===== src/rtl/reset_sequencer.sv =====
// reset_sequencer
// Turns one raw asynchronous active-low board reset and a software reset
// request into NUM_OUT ordered active-low resets. All outputs assert at once.
// They release one at a time, in ascending index order, after a hold delay
// and then fixed step delays.
//
// Optional build macro RST_SEQ_ACK_EN adds a stage_ack input. With it, each
// step, and the final done pulse, waits for the previous stage to acknowledge
// its release.
module reset_sequencer #(
    parameter int NUM_OUT     = 4,
    parameter int SYNC_STAGES = 2,
    parameter int HOLD_CYCLES = 16,
    parameter int STEP_CYCLES = 8,
    parameter int CNT_W       = 8
) (
    input  logic               clk,
    input  logic               reset,
    input  logic               sw_rst_req,
`ifdef RST_SEQ_ACK_EN
    input  logic [NUM_OUT-1:0] stage_ack,
`endif
    output logic [NUM_OUT-1:0] rst_n_out,
    output logic               busy,
    output logic               done,
    output logic [1:0]         state
);

    localparam int IDX_W = (NUM_OUT > 1) ? $clog2(NUM_OUT) : 1;

    // The terminal counts are equality compares against parameter-1, so the
    // counter never wraps.
    localparam logic [CNT_W-1:0] HOLD_LAST = CNT_W'(HOLD_CYCLES - 1);
    localparam logic [CNT_W-1:0] STEP_LAST = CNT_W'(STEP_CYCLES - 1);
    localparam logic [IDX_W-1:0] IDX_LAST  = IDX_W'(NUM_OUT - 1);

    typedef enum logic [1:0] {
        ST_HOLD = 2'd0,
        ST_STEP = 2'd1,
        ST_RUN  = 2'd2
    } state_e;

    logic [SYNC_STAGES-1:0] sync_q;
    logic                   sync_ok;

    state_e                 state_q, state_d;
    logic [CNT_W-1:0]       cnt_q, cnt_d;
    logic [IDX_W-1:0]       idx_q, idx_d;
    logic [NUM_OUT-1:0]     rel_q, rel_d;
    logic                   busy_q, busy_d;
    logic                   done_q, done_d;
    logic                   step_armed;

`ifdef RST_SEQ_ACK_EN
    logic                   acked_q, acked_d;
    logic [IDX_W-1:0]       ack_idx;

    // In STEP, idx_q names the next output to release. The stage whose
    // acknowledge is awaited is therefore idx_q-1.
    assign ack_idx    = idx_q - IDX_W'(1);
    assign step_armed = acked_q;
`else
    assign step_armed = 1'b1;
`endif

    // Reset-release synchronizer: asserts with the raw reset and shifts in
    // ones after it rises. The last stage is the safe "reset removed" flag.
    always_ff @(posedge clk or negedge reset) begin
        if (!reset) begin
            sync_q <= '0;
        end else begin
            sync_q <= {sync_q[SYNC_STAGES-2:0], 1'b1};
        end
    end

    assign sync_ok = sync_q[SYNC_STAGES-1];

    // Next-state logic. A software request overrides everything else on the
    // same edge, including a release or done that would otherwise happen.
    always_comb begin
        state_d = state_q;
        cnt_d   = cnt_q;
        idx_d   = idx_q;
        rel_d   = rel_q;
        busy_d  = busy_q;
        done_d  = 1'b0;
`ifdef RST_SEQ_ACK_EN
        acked_d = acked_q;
`endif

        if (sw_rst_req) begin
            state_d = ST_HOLD;
            cnt_d   = '0;
            idx_d   = '0;
            rel_d   = '0;
            busy_d  = 1'b1;
`ifdef RST_SEQ_ACK_EN
            acked_d = 1'b0;
`endif
        end else begin
            case (state_q)
                ST_HOLD: begin
                    if (sync_ok) begin
                        if (cnt_q == HOLD_LAST) begin
                            rel_d[0] = 1'b1;
                            cnt_d    = '0;
                            if (NUM_OUT == 1) begin
                                state_d = ST_RUN;
`ifndef RST_SEQ_ACK_EN
                                busy_d  = 1'b0;
                                done_d  = 1'b1;
`endif
                            end else begin
                                state_d = ST_STEP;
                                idx_d   = IDX_W'(1);
                            end
                        end else begin
                            cnt_d = cnt_q + CNT_W'(1);
                        end
                    end
                end

                ST_STEP: begin
                    if (!step_armed) begin
`ifdef RST_SEQ_ACK_EN
                        if (stage_ack[ack_idx]) begin
                            acked_d = 1'b1;
                        end
`endif
                    end else if (cnt_q == STEP_LAST) begin
                        rel_d[idx_q] = 1'b1;
                        cnt_d        = '0;
`ifdef RST_SEQ_ACK_EN
                        acked_d      = 1'b0;
`endif
                        if (idx_q == IDX_LAST) begin
                            state_d = ST_RUN;
`ifndef RST_SEQ_ACK_EN
                            busy_d  = 1'b0;
                            done_d  = 1'b1;
`endif
                        end else begin
                            idx_d = idx_q + IDX_W'(1);
                        end
                    end else begin
                        cnt_d = cnt_q + CNT_W'(1);
                    end
                end

                ST_RUN: begin
`ifdef RST_SEQ_ACK_EN
                    // The sequence only completes once the last stage
                    // acknowledges its release.
                    if (busy_q && stage_ack[NUM_OUT-1]) begin
                        busy_d = 1'b0;
                        done_d = 1'b1;
                    end
`endif
                end

                default: begin
                    state_d = ST_HOLD;
                    cnt_d   = '0;
                    idx_d   = '0;
                    rel_d   = '0;
                    busy_d  = 1'b1;
                end
            endcase
        end
    end

    // Sequencer state and registered outputs. The raw reset forces the
    // reset values immediately, without waiting for a clock edge.
    always_ff @(posedge clk or negedge reset) begin
        if (!reset) begin
            state_q <= ST_HOLD;
            cnt_q   <= '0;
            idx_q   <= '0;
            rel_q   <= '0;
            busy_q  <= 1'b1;
            done_q  <= 1'b0;
`ifdef RST_SEQ_ACK_EN
            acked_q <= 1'b0;
`endif
        end else begin
            state_q <= state_d;
            cnt_q   <= cnt_d;
            idx_q   <= idx_d;
            rel_q   <= rel_d;
            busy_q  <= busy_d;
            done_q  <= done_d;
`ifdef RST_SEQ_ACK_EN
            acked_q <= acked_d;
`endif
        end
    end

    assign rst_n_out = rel_q;
    assign busy      = busy_q;
    assign done      = done_q;
    assign state     = state_q;

endmodule


===== config.mk =====
export PLATFORM = sky130hd
export DESIGN_NAME = reset_sequencer
export DESIGN_NICKNAME = d
export VERILOG_FILES = /design/src/rtl/reset_sequencer.sv
export SDC_FILE = /design/constraint.sdc
export NUM_CORES = 1
export LEC_CHECK = 0
export CAP_MARGIN = 30
export CELL_PAD_IN_SITES_DETAIL_PLACEMENT = 1
export CELL_PAD_IN_SITES_GLOBAL_PLACEMENT = 1
export CORE_MARGIN = 3
export CORE_UTILIZATION = 48
export CTS_CLUSTER_SIZE = 20
export DETAILED_ROUTE_END_ITERATION = 12
export DONT_BUFFER_PORTS = 1
export GPL_TIMING_DRIVEN = 1
export PLACE_DENSITY = 0.85
export SETUP_SLACK_MARGIN = 0.15
export SYNTH_ARGS = -nofsm -noshare
export SYNTH_HDL_FRONTEND = slang
export SYNTH_SLANG_ARGS = --single-unit

===== constraint.sdc =====
create_clock -name clk -period 1.9 [get_ports clk]
set_input_delay 0.19 -clock clk [delete_from_list [all_inputs] [get_ports clk]]
set_output_delay 0.19 -clock clk [all_outputs]
set_load 0.02 [all_outputs]

# After elaboration in Yosys (flattened, before gate mapping)
# Index checks and enable logic that the tools add are counted.
# word_totals
reg_bits	20
inputBits	3
output_inout_bits	8
wordCells	65
# op_classes
addsub	2
magnitude_cmp	2
eq_ne	12
muxes	31
bitwise_logic	1
n_reduce_logical	9
# ops
cell	count
$mux W8	4
$pmux W8 S3	1
$mux W2	8
$ne A3 B3 Y1 const B	5
$pmux W2 S3	2
$mux W1	10
$reduce_and A5 Y1	2
$add A8 B1 Y8 const B	1
$eq A8 B3 Y1 const B	1
$eq A8 B4 Y1 const B	1
$mux W4	2
$pmux W3 S2	1
$eq A2 B2 Y1 const B	2
$or A4 B4 Y4	1
$reduce_and A2 Y1	2
$reduce_and A4 Y1	1
$lt A2 B3 Y1 const B	1
$pmux W1 S3	1
$reduce_and A3 Y1	1
$add A2 B1 Y2 const B	1
$demux W1 S2	1
$eq A2 B1 Y1 const B	1
$ge A2 B1 Y1 const B	1
$logic_not A2 Y1	1
other kinds (5)	5

# Longest topological paths before layout
# Gate-level depths: netlist of run 1.
# depth
word_depth	8
depth_mapped	6
ltp_nobuf	5

# Worst setup path after synthesis of run 1
# No wires, ideal clock.
# synth_path
path_type	flip-flop to flip-flop
from	register state_q[1], in the netlist state[1]
to	register cnt_q[7]
setup_ps	75
t_arrival_ps	1648
path_slack_ps	177
stages_incl_launch_ff	7
cell_sequence	dfrtp_1 buf_6 nand2b_4 and2_4 buf_6 or4_4 a21oi_2
# synth_between
elab_chain_len	3
word_cells_on_any_way	8
# synth_rtl
element	line_no	rtl
start, declared	46	state_e state_q, state_d;
start signal, assigned	186	state_q <= state_d;
$eq A2 B2 Y1, or another cell as far along	101	case (state_q)
$pmux W8 S3, or another cell as far along	101	
$mux W8 / $reduce_and A2 Y1 (equally long branches)	--	
end signal, assigned	187	cnt_q <= cnt_d;
end, declared	47	logic [CNT_W-1:0] cnt_q, cnt_d;
# Several ways; a longest one is shown, not always the timed one.
# A chain may end at the register's enable or synchronous reset.

# Worst setup path in the final report of run 1
# layout_path
from	register cnt_q[0]
to	register cnt_q[4]
# layout_between
elab_chain_len	5
word_cells_on_any_way	8
# layout_rtl
element	line_no	rtl
$add A8 B1 Y8 / $eq A8 B4 Y1 (equally long branches)	118, 146, 104	
$mux W8	104	if (cnt_q == HOLD_LAST) begin
$mux W8	103	if (sync_ok) begin
$pmux W8 S3 *	101	
$mux W8 *	91	if (sw_rst_req) begin
# Every way passes the cells marked *; elsewhere a longest branch is shown, timed or not. The select of a mux whose other input is x is not followed.

==> flow_metrics.env, run 1 <==
export IMPL_outcome="finished, final reports clean"
export IMPL_clkTransAtPathRegs_ns=0.12
export IMPL_timing_setup_tns_ns=0
export IMPL_yosysMostFrequentCell="sky130_fd_sc_hd__dfrtp_1"
export IMPL_power_ir_vdd_worst_mv=0.4011
export IMPL_netlist_top_cell_by_area="sky130_fd_sc_hd__dfrtp_1"
export IMPL_synth_top_cells_by_count="sky130_fd_sc_hd__dfrtp_1 (19), sky130_fd_sc_hd__nor2_1 (10), sky130_fd_sc_hd__nand2_1 (8)"
export IMPL_insertion_delay_to_the_later_sink_of_the_worst_skew_pair_ns=0.30
export IMPL_critical_path_reg2reg_startpoint="cnt_q[0]"
export IMPL_pre_antenna_drt_iters=4
export IMPL_maxSlewViolCount=0
export IMPL_total_of_flip_flops_plus_latches_after_synthesis=20
export IMPL_postSynthCellCount=102
export IMPL_cp_data_arrival_time_ns=1.92
export IMPL_track_usage_pct=20.62
export IMPL_worstPathRequired_ns=2.13
export IMPL_worst_slew_pin_slew_ns=0.9051
export IMPL_timing_slew_headroom_pct=39.46
export IMPL_top_ff_cell_synth="sky130_fd_sc_hd__dfrtp_1"
export IMPL_finalCoreUtilization_pct=58.58
export IMPL_holdWs_ns=0.02698
export IMPL_vias_per_cell=6.014
export IMPL_post_layout_total_power_uw=758.4
export IMPL_timing_critical_path_fanout_max=6
export IMPL_placedCellCount=130
export IMPL_crit_path_end_kind="flip-flop"
export IMPL_reg2reg_depth=6
export IMPL_async_flop_share_pct=100.0
export IMPL_detail_route_iter0_violations=5
export IMPL_drt_antenna_violating_nets=0
export IMPL_layout_area_overhead_vs_synth_pct=11.29
export IMPL_grt_overflow_total=0
export IMPL_detail_route_drc_violations=0
export IMPL_holdPathStages=2
export IMPL_synth_enable_flop_cells=0
export IMPL_synth_yosys_warnings=0
export IMPL_synthesized_cell_area_mm2=0.001075
export IMPL_timing_setup_critical_path_class="flip-flop to flip-flop"
export IMPL_initial_utilization_pct=52.63
export IMPL_maxClockFrequency_mhz=594.0
export IMPL_slowest_delay_ns=0.45
export IMPL_synthesis_area_per_instance_um2=10.54
export IMPL_first_global_vias=898
export IMPL_initial_antenna_violation_count=0
export IMPL_timing_critical_path_from_type="flip-flop"
export IMPL_htreeDepth=1
export IMPL_cap_violations=0
export IMPL_cts_root_buf="sky130_fd_sc_hd__clkbuf_4"
export IMPL_grt_max_degree=21
export IMPL_std_cell_rows=16
export IMPL_wirelength_um=2575
export IMPL_mappedNetlistNets=111
export IMPL_leakagePower_uw=0.0005177
export IMPL_die_height_um=53.32
export IMPL_num_fill_cells=255
export IMPL_slowest_stage="sky130_fd_sc_hd__dfrtp_2"
export IMPL_drive_gt1_share_pct=16.96
export IMPL_power_density_over_cell_area_mw_per_mm2=634.1
export IMPL_numCtsBuffers=3
export IMPL_fp_dieW_um=53.32
export IMPL_yosys_cell_types_count=38
export IMPL_path_class_of_the_lowest_slack_min_delay_path="primary input to flip-flop"
export IMPL_cts_tree="done"
export IMPL_io_buffer_count=0
export IMPL_rsz_0062_raised_after_global_routing="true"
export IMPL_routed_via_count=836
export IMPL_post_layout_nonfiller_instances=139
export IMPL_cts_buffer_depth=2
export IMPL_min_period_ns=1.683
export IMPL_crit_start="cnt_q[0]"
export IMPL_grt_first_pass_wirelength_um=4119
export IMPL_floorplan_die_area_mm2=0.002843
export IMPL_place_hpwl_um=1833
export IMPL_nets=122
export IMPL_antenna_cells_inserted=0
export IMPL_final_setup_skew_ns=0.01288
export IMPL_ios=11
export IMPL_cell_types_occupying_the_most_area_after_synthesis="sky130_fd_sc_hd__dfrtp_1 (44%), sky130_fd_sc_hd__ha_1 (7.0%), sky130_fd_sc_hd__nor2_1 (3.5%)"
export IMPL_placeable_core_region_mm2=0.002042
export IMPL_report_final_hold_viol_count=0
export IMPL_tritoncts_num_sinks=20
export IMPL_final_min_period_over_clock_period_pct=88.60
export IMPL_top_cell_type_s_share_of_synthesized_area_pct=44.24
export IMPL_post_drt_wl_per_cell_um=18.53
export IMPL_synth_sequential_area_ratio_pct=46.68
export IMPL_timing_critical_path_cells="ha_1 > and3b_1 > o211ai_2 > a21oi_4 > buf_4 > nor2_1"
export IMPL_report_final_setup_viol=0
export IMPL_gp_congestion=0.8158
export IMPL_hold_path_startpoint="sw_rst_req"
[cell usage in the layout, fill, tap and decap left out, types with 3 or more instances in the layout]
cell / instances
sky130_fd_sc_hd__dfrtp_1: 18
sky130_fd_sc_hd__o21ai_0: 4
sky130_fd_sc_hd__xnor2_1: 4
sky130_fd_sc_hd__a21oi_1: 6
sky130_fd_sc_hd__nor2_1: 10
sky130_fd_sc_hd__dlygate4sd3_1: 3
sky130_fd_sc_hd__nand3_1: 4
sky130_fd_sc_hd__nand2_1: 8
sky130_fd_sc_hd__ha_1: 6
sky130_fd_sc_hd__buf_4: 7
sky130_fd_sc_hd__clkbuf_4: 3
[cell type report]
type / count / area (µm²) / share of cell area (%)
clock buffers: 4 / 26.28 / 2.197
multi-input cells: 76 / 543.0 / 45.40
repair buffers: 10 / 82.58 / 6.904
well taps: 27 / 33.78 / 2.824
flip-flops and latches: 20 / 503.0 / 42.05
inverters: 2 / 7.507 / 0.6276
[path summary, 6_finish.rpt]
kind | end | slack [ns]
setup / recovery | cnt_q[4] | 0.22
hold / removal | rst_n_out[1] | 0.03
setup reg to reg | cnt_q[4] | 0.22
hold reg to reg | sync_q[1] | 0.37
max in group asynchronous | cnt_q[0] | 0.83
min in group asynchronous | rst_n_out[3] | 0.45
[per-stage QoR]
stage | cell area (µm²) | setup slack (ns)
after floorplan | 1075 | 0.1769
after global placement | 1115 | 0.2957
after detailed placement | 1115 | 0.2032
after CTS | 1161 | 0.1733
after global routing | 1196 | 0.06396
final | 1196 | 0.2166
[per-layer routing]
layer  wire [µm]  share of wire [%]  vias up  GRT usage, %
met4          99                3.8        0         11.06
met3          57                2.2       12         4.225
met2        1355                 53       16         36.33
met5           0                  0        -             0
met1        1062                 41      420         22.78
li1            -                  -      388             -
[cells by family (layout without fill, tap and decap cells)]
kind of cell,after synthesis,after routing,share of synthesized area [%]
AND/OR/NAND/NOR,36,36,19.91
other,1,1,0.3489
multiplexers,1,1,0.9314
adder cells (fa/ha/maj),6,6,6.985
buffers and inverters,6,16,3.608
flip-flops,20,20,46.68
XOR/XNOR,4,4,3.259
AO/OA/AOI/OAI,28,28,18.28
[sequential cells by signal, indices dropped and copies added, names as in the netlist]
name	cells
rst_n_out	4
idx_q	2
sync_q	2
busy	1
done	1
state	2
cnt_q	8
[worst max-delay path: cells and delay by family, from the launching register on]
family,cells,cell delay [ns]
flops,1,0.45
fa+ha+maj,1,0.25
compound gates,2,0.41
simple gates,2,0.31
buf+inv,1,0.18
[where the power goes]
part           switching, µW  internal [µW]
clock network            128           81.8
logic                   48.0           35.5
registers               22.6            442
[timing repair]
| action | CTS | global route |
|---|---|---|
| resized for setup | 0 | 3 |
| endpoints found under the setup margin | 0 | 8 |
| hold endpoints to repair | 21 | 1 |
| buffers inserted | 0 | 2 |
| hold buffers | 2 | 1 |
No activity file was read; power rests on OpenSTA's default activity.
==> run 2: changes to the inputs <==
PLACE_DENSITY = 0.75   (was 0.85)
==> flow_metrics.env, run 2 (synthesis results as in run 1) <==
export IMPL_initial_utilization_pct=52.63
export IMPL_grt_met3_usage_pct=2.817
export IMPL_timing_setup_critical_path_class="flip-flop to flip-flop"
export IMPL_layout_area_overhead_vs_synth_pct=12.46
export IMPL_internal_power_uw=602.9
export IMPL_gp_congestion=0.7545
export IMPL_grt_first_pass_wirelength_um=3946
export IMPL_pre_antenna_drt_iters=4
export IMPL_final_setup_skew_ns=0.006566
export IMPL_ios=11
export IMPL_htreeDepth=1
export IMPL_placeable_core_region_mm2=0.002042
export IMPL_antenna_cells_inserted=0
export IMPL_drt_antenna_violating_nets=0
export IMPL_maxSlewViolCount=0
export IMPL_layout_area_seq_um2=503.0
export IMPL_cp_data_arrival_time_ns=1.85
export IMPL_timing_slew_headroom_pct=39.20
export IMPL_die_height_um=53.32
export IMPL_report_final_hold_viol_count=0
export IMPL_cap_violations=0
export IMPL_drive_gt1_share_pct=21.43
export IMPL_detail_route_drc_violations=0
export IMPL_groute_layer_met2_usage_pct=29.59
export IMPL_path_class_of_the_lowest_slack_min_delay_path="primary input to flip-flop"
export IMPL_insertion_delay_to_the_later_sink_of_the_worst_skew_pair_ns=0.30
export IMPL_comb_power_share_pct=11.9
export IMPL_initial_antenna_violation_count=0
export IMPL_grt_overflow_total=0
export IMPL_worst_slew_pin_slew_ns=0.9091
export IMPL_timing_critical_path_cells="ha_2 > and3b_1 > o211ai_2 > a21oi_2 > buf_4 > o21a_1"
export IMPL_maxClockFrequency_mhz=607.4
export IMPL_detail_route_iter0_violations=10
export IMPL_slowest_delay_ns=0.44
export IMPL_cts_buffer_depth=2
export IMPL_timing_critical_path_fanout_max=10
export IMPL_place_hpwl_um=1680
export IMPL_min_period_ns=1.646
export IMPL_clock_power_share_pct=30.6
export IMPL_total_switching_power_uw=202.9
export IMPL_tritoncts_num_sinks=20
export IMPL_timing_setup_tns_ns=0
export IMPL_p_sw_share_pct=25.18
export IMPL_largest_register="cnt_q"
export IMPL_wirelength_um=2484
export IMPL_cts_root_buf="sky130_fd_sc_hd__clkbuf_4"
export IMPL_fp_dieW_um=53.32
export IMPL_most_common_cell_after_layout_fill_and_taps_aside="sky130_fd_sc_hd__dfrtp_1"
export IMPL_gr_usage_met1_pct=28.50
export IMPL_post_drt_wl_per_cell_um=17.87
export IMPL_rsz_0062_raised_after_global_routing="false"
export IMPL_numCtsBuffers=3
export IMPL_power_density_over_cell_area_mw_per_mm2=666.7
export IMPL_outcome="finished, final reports clean"
export IMPL_crit_path_end_kind="flip-flop"
export IMPL_report_final_setup_viol=0
export IMPL_std_cell_rows=16
export IMPL_leakagePower_uw=0.0005226
export IMPL_track_usage_pct=19.83
export IMPL_slowest_stage="sky130_fd_sc_hd__dfrtp_2"
export IMPL_post_layout_total_power_uw=805.8
export IMPL_timing_critical_path_from_type="flip-flop"
export IMPL_power_ir_vdd_worst_mv=0.4597
export IMPL_grt_max_degree=21
export IMPL_nets=122
export IMPL_io_buffer_count=0
export IMPL_floorplan_die_area_mm2=0.002843
export IMPL_first_global_vias=825
export IMPL_worstPathRequired_ns=2.10
export IMPL_final_min_period_over_clock_period_pct=86.65
export IMPL_num_fill_cells=240
export IMPL_grt_busiest_layer="met2"
export IMPL_routed_via_count=832
export IMPL_largest_register_ff_count=8
export IMPL_sequentialPowerShare_pct=57.5
export IMPL_vias_per_cell=5.986
export IMPL_layout_common_cells="sky130_fd_sc_hd__dfrtp_1 (18), sky130_fd_sc_hd__nor2_1 (10), sky130_fd_sc_hd__nand2_1 (8), sky130_fd_sc_hd__buf_4 (8), sky130_fd_sc_hd__a21oi_1 (6)"
export IMPL_cts_tree="done"
export IMPL_clkTransAtPathRegs_ns=0.11
export IMPL_multi_input_area_um2=548.0
## run 2: layout make-up
type                    count  area share [%]
clock buffers               4           3.002
inverters                   2          0.6211
multi-input cells          76           45.34
flip-flops and latches     20           41.61
well taps                  27           2.795
repair buffers             10           6.625
## run 2: per-stage QoR
stage | hold slack (ns) | cell area [µm²] | cells | worst slack, ns | util, %
after detailed placement | -0.1051 | 1115 | 130 | 0.1741 | 54.60
after CTS | 0.01520 | 1179 | 137 | 0.2062 | 57.72
final | 0.03350 | 1209 | 139 | 0.2537 | 59.19
after floorplan | -0.1056 | 1075 | 102 | 0.1769 | -
after global routing | 0.03392 | 1209 | 139 | 0.1130 | 59.19
after global placement | -0.1052 | 1115 | 130 | 0.1954 | 54.60
## run 2: routing by layer
layer | up-vias | wire, µm
li1 | 388 | -
met1 | 411 | 1214
met2 | 29 | 1121
met3 | 4 | 131
met4 | 0 | 17
met5 | - | 0
## run 2: worst paths after layout
check	slack, ns	endpoint	cells past startpoint	from
max	0.25	rst_n_out[0]	6	cnt_q[0]
min	0.03	rst_n_out[0]	2	sw_rst_req
max reg2reg	0.25	rst_n_out[0]	6	cnt_q[0]
min reg2reg	0.38	sync_q[1]	0	sync_q[0]
max in group asynchronous	0.84	cnt_q[0]	1	reset
min in group asynchronous	0.45	cnt_q[7]	1	reset
## run 2: repair_timing
item,in CTS,in global routing
hold buffers,2,0
setup endpoints to repair,1,4
pin swaps,1,1
endpoints found under the hold margin,22,0
setup buffers,1,2
gates resized for setup,0,4
## run 2: power groups by stage
| stage | Sequential (µW) | Combinational, µW | Clock, µW |
|---|---|---|---|
| 2_1_floorplan | 467 | 53.1 | 0 |
| 3_3_place_gp | 470 | 66.4 | 0 |
| 3_5_place_dp | 472 | 66.6 | 0 |
| 4_1_cts | 464 | 80.2 | 257 |
| 5_1_grt | 466 | 110 | 273 |
| 6_report | 463 | 96.2 | 246 |
## run 2: critical path, delay by kind of cell, from the launching register on
| kind | cells | cell delay (ns) |
|---|---|---|
| buf+inv | 1 | 0.18 |
| simple gates | 1 | 0.19 |
| compound gates | 3 | 0.51 |
| flops | 1 | 0.44 |
| fa+ha+maj | 1 | 0.21 |
==> run 3: changes to the inputs <==
PLACE_DENSITY = not set   (was 0.75)
PLACE_DENSITY_LB_ADDON = 0.05   (was not set)
==> flow_metrics.env, run 3 (synthesis results as in run 1) <==
export IMPL_largest_register_ff_count=8
export IMPL_worst_slew_pin_slew_ns=0.8890
export IMPL_final_min_period_over_clock_period_pct=88.42
export IMPL_layout_area_overhead_vs_synth_pct=9.895
export IMPL_nets=120
export IMPL_regToRegSetupSlack_ns=0.22
export IMPL_floorplan_die_area_mm2=0.002843
export IMPL_timing_critical_path_from_type="flip-flop"
export IMPL_pre_antenna_drt_iters=4
export IMPL_htreeDepth=1
export IMPL_timing_critical_path_fanout_max=5
export IMPL_wirelength_um=2421
export IMPL_layout_common_cells="sky130_fd_sc_hd__dfrtp_1 (18), sky130_fd_sc_hd__nor2_1 (10), sky130_fd_sc_hd__nand2_1 (8)"
export IMPL_regToRegEndpoint="idx_q[0]"
export IMPL_io_buffer_count=0
export IMPL_clkTransAtPathRegs_ns=0.11
export IMPL_grt_overflow_total=0
export IMPL_std_cell_rows=16
export IMPL_drive_gt1_share_pct=17.27
export IMPL_crit_start="cnt_q[4]"
export IMPL_worstPathRequired_ns=2.12
export IMPL_tritoncts_num_sinks=20
export IMPL_fp_dieW_um=53.32
export IMPL_drt_antenna_violating_nets=0
export IMPL_timing_setup_critical_path_class="flip-flop to flip-flop"
export IMPL_largest_register="cnt_q"
export IMPL_maxClockFrequency_mhz=595.3
export IMPL_detail_route_drc_violations=0
export IMPL_power_density_over_cell_area_mw_per_mm2=673.5
export IMPL_timing_slew_headroom_pct=40.54
export IMPL_layout_area_seq_um2=503.0
export IMPL_multi_input_area_um2=535.5
export IMPL_numCtsBuffers=3
export IMPL_grt_max_degree=21
export IMPL_outcome="finished, final reports clean"
export IMPL_ios=11
export IMPL_final_setup_skew_ns=0.004567
export IMPL_rsz_0062_raised_after_global_routing="false"
export IMPL_path_class_of_the_lowest_slack_min_delay_path="primary input to flip-flop"
export IMPL_placeable_core_region_mm2=0.002042
export IMPL_maxSlewViolCount=0
export IMPL_initial_utilization_pct=52.63
export IMPL_place_hpwl_um=1710
export IMPL_antenna_cells_inserted=0
export IMPL_vias_per_cell=6.000
export IMPL_min_period_ns=1.680
export IMPL_placedCellCount=130
export IMPL_first_global_vias=859
export IMPL_report_final_setup_viol=0
export IMPL_cp_data_arrival_time_ns=1.90
export IMPL_routed_via_count=822
export IMPL_cts_root_buf="sky130_fd_sc_hd__clkbuf_4"
export IMPL_cts_tree="done"
export IMPL_post_drt_wl_per_cell_um=17.67
export IMPL_critical_path_reg2reg_startpoint="cnt_q[4]"
export IMPL_endpoint="idx_q[0]"
export IMPL_report_final_hold_viol_count=0
export IMPL_leakagePower_uw=0.0005139
export IMPL_finalCoreUtilization_pct=57.84
export IMPL_detail_route_iter0_violations=13
export IMPL_gp_congestion=0.8157
export IMPL_reg2reg_depth=4
export IMPL_cap_violations=0
export IMPL_power_ir_vdd_worst_mv=0.4228
export IMPL_post_layout_nonfiller_instances=137
export IMPL_most_common_cell_after_layout_fill_and_taps_aside="sky130_fd_sc_hd__dfrtp_1"
export IMPL_track_usage_pct=19.91
export IMPL_die_height_um=53.32
export IMPL_grt_first_pass_wirelength_um=4043
export IMPL_crit_path_end_kind="flip-flop"
export IMPL_holdWs_ns=0.02746
export IMPL_timing_setup_tns_ns=0
export IMPL_initial_antenna_violation_count=0
export IMPL_cts_buffer_depth=2
export IMPL_num_fill_cells=237
export IMPL_insertion_delay_to_the_later_sink_of_the_worst_skew_pair_ns=0.30
==> run 3: changes by cell type in the layout (fill, tap and decap cells not counted) <==
| cell | delta |
|---|---|
| sky130_fd_sc_hd__a2111oi_0 | -1 |
| sky130_fd_sc_hd__a2111oi_1 | +1 |
| sky130_fd_sc_hd__a22oi_1 | +1 |
| sky130_fd_sc_hd__a22oi_2 | -1 |
| sky130_fd_sc_hd__a31oi_1 | +1 |
| sky130_fd_sc_hd__a31oi_2 | -1 |
| sky130_fd_sc_hd__buf_4 | -2 |
| sky130_fd_sc_hd__ha_1 | +1 |
| sky130_fd_sc_hd__ha_2 | -1 |
==> run 3: stage by stage <==
stage	setup slack (ns)	instance area, µm²	total power (µW)
after detailed placement	0.1952	1115	539.1
after CTS	0.1513	1171	804.2
final	0.2201	1181	795.5
after global routing	0.1117	1181	837.6
after global placement	0.2395	1115	534.7
after floorplan	0.1769	1075	519.7
==> run 3: how the worst min path moves through the flow <==
stage,cells after the start,end,from
finish,2,rst_n_out[0],sw_rst_req
detailed placement,0,cnt_q[2],reset
CTS,2,rst_n_out[0],sw_rst_req
global placement,0,cnt_q[0],reset
global route,2,rst_n_out[0],sw_rst_req
floorplan,0,cnt_q[0],reset
==> run 3: report_power, final <==
part | internal [µW] | leakage [µW] | switching [µW]
Combinational | 33.8 | 0.000229 | 47.5
Clock | 117 | 0.0000210 | 133
Sequential | 442 | 0.000263 | 21.6
Total | 593 | 0.000514 | 202
==> run 3: metal layers <==
metal	GRT usage, %	wire [µm]
met1	25.92	1163
met2	30.61	1117
met3	4.225	69
met4	10.21	70
met5	0	0
==> run 3: critical path, stage by stage, from the launching register on <==
cell	delay [ns]
sky130_fd_sc_hd__dfrtp_1	0.48
sky130_fd_sc_hd__nor4_4	0.34
sky130_fd_sc_hd__o211ai_2	0.19
sky130_fd_sc_hd__a221o_1	0.36
sky130_fd_sc_hd__a22oi_1	0.22
==> run 3: layout make-up <==
| type | count | share of cell area, % |
|---|---|---|
| Tap cell | 27 | 2.860 |
| Multi-Input combinational cell | 76 | 45.34 |
| Clock buffer | 4 | 3.072 |
| Inverter | 2 | 0.6356 |
| Sequential cell | 20 | 42.58 |
| Timing Repair Buffer | 8 | 5.508 |
==> run 3: timing repair <==
item	CTS	global route
resized for setup	0	2
endpoints found under the setup margin	1	8
buffers inserted	0	1
hold endpoints to repair	22	0
pin swaps	1	1
hold buffers	2	0
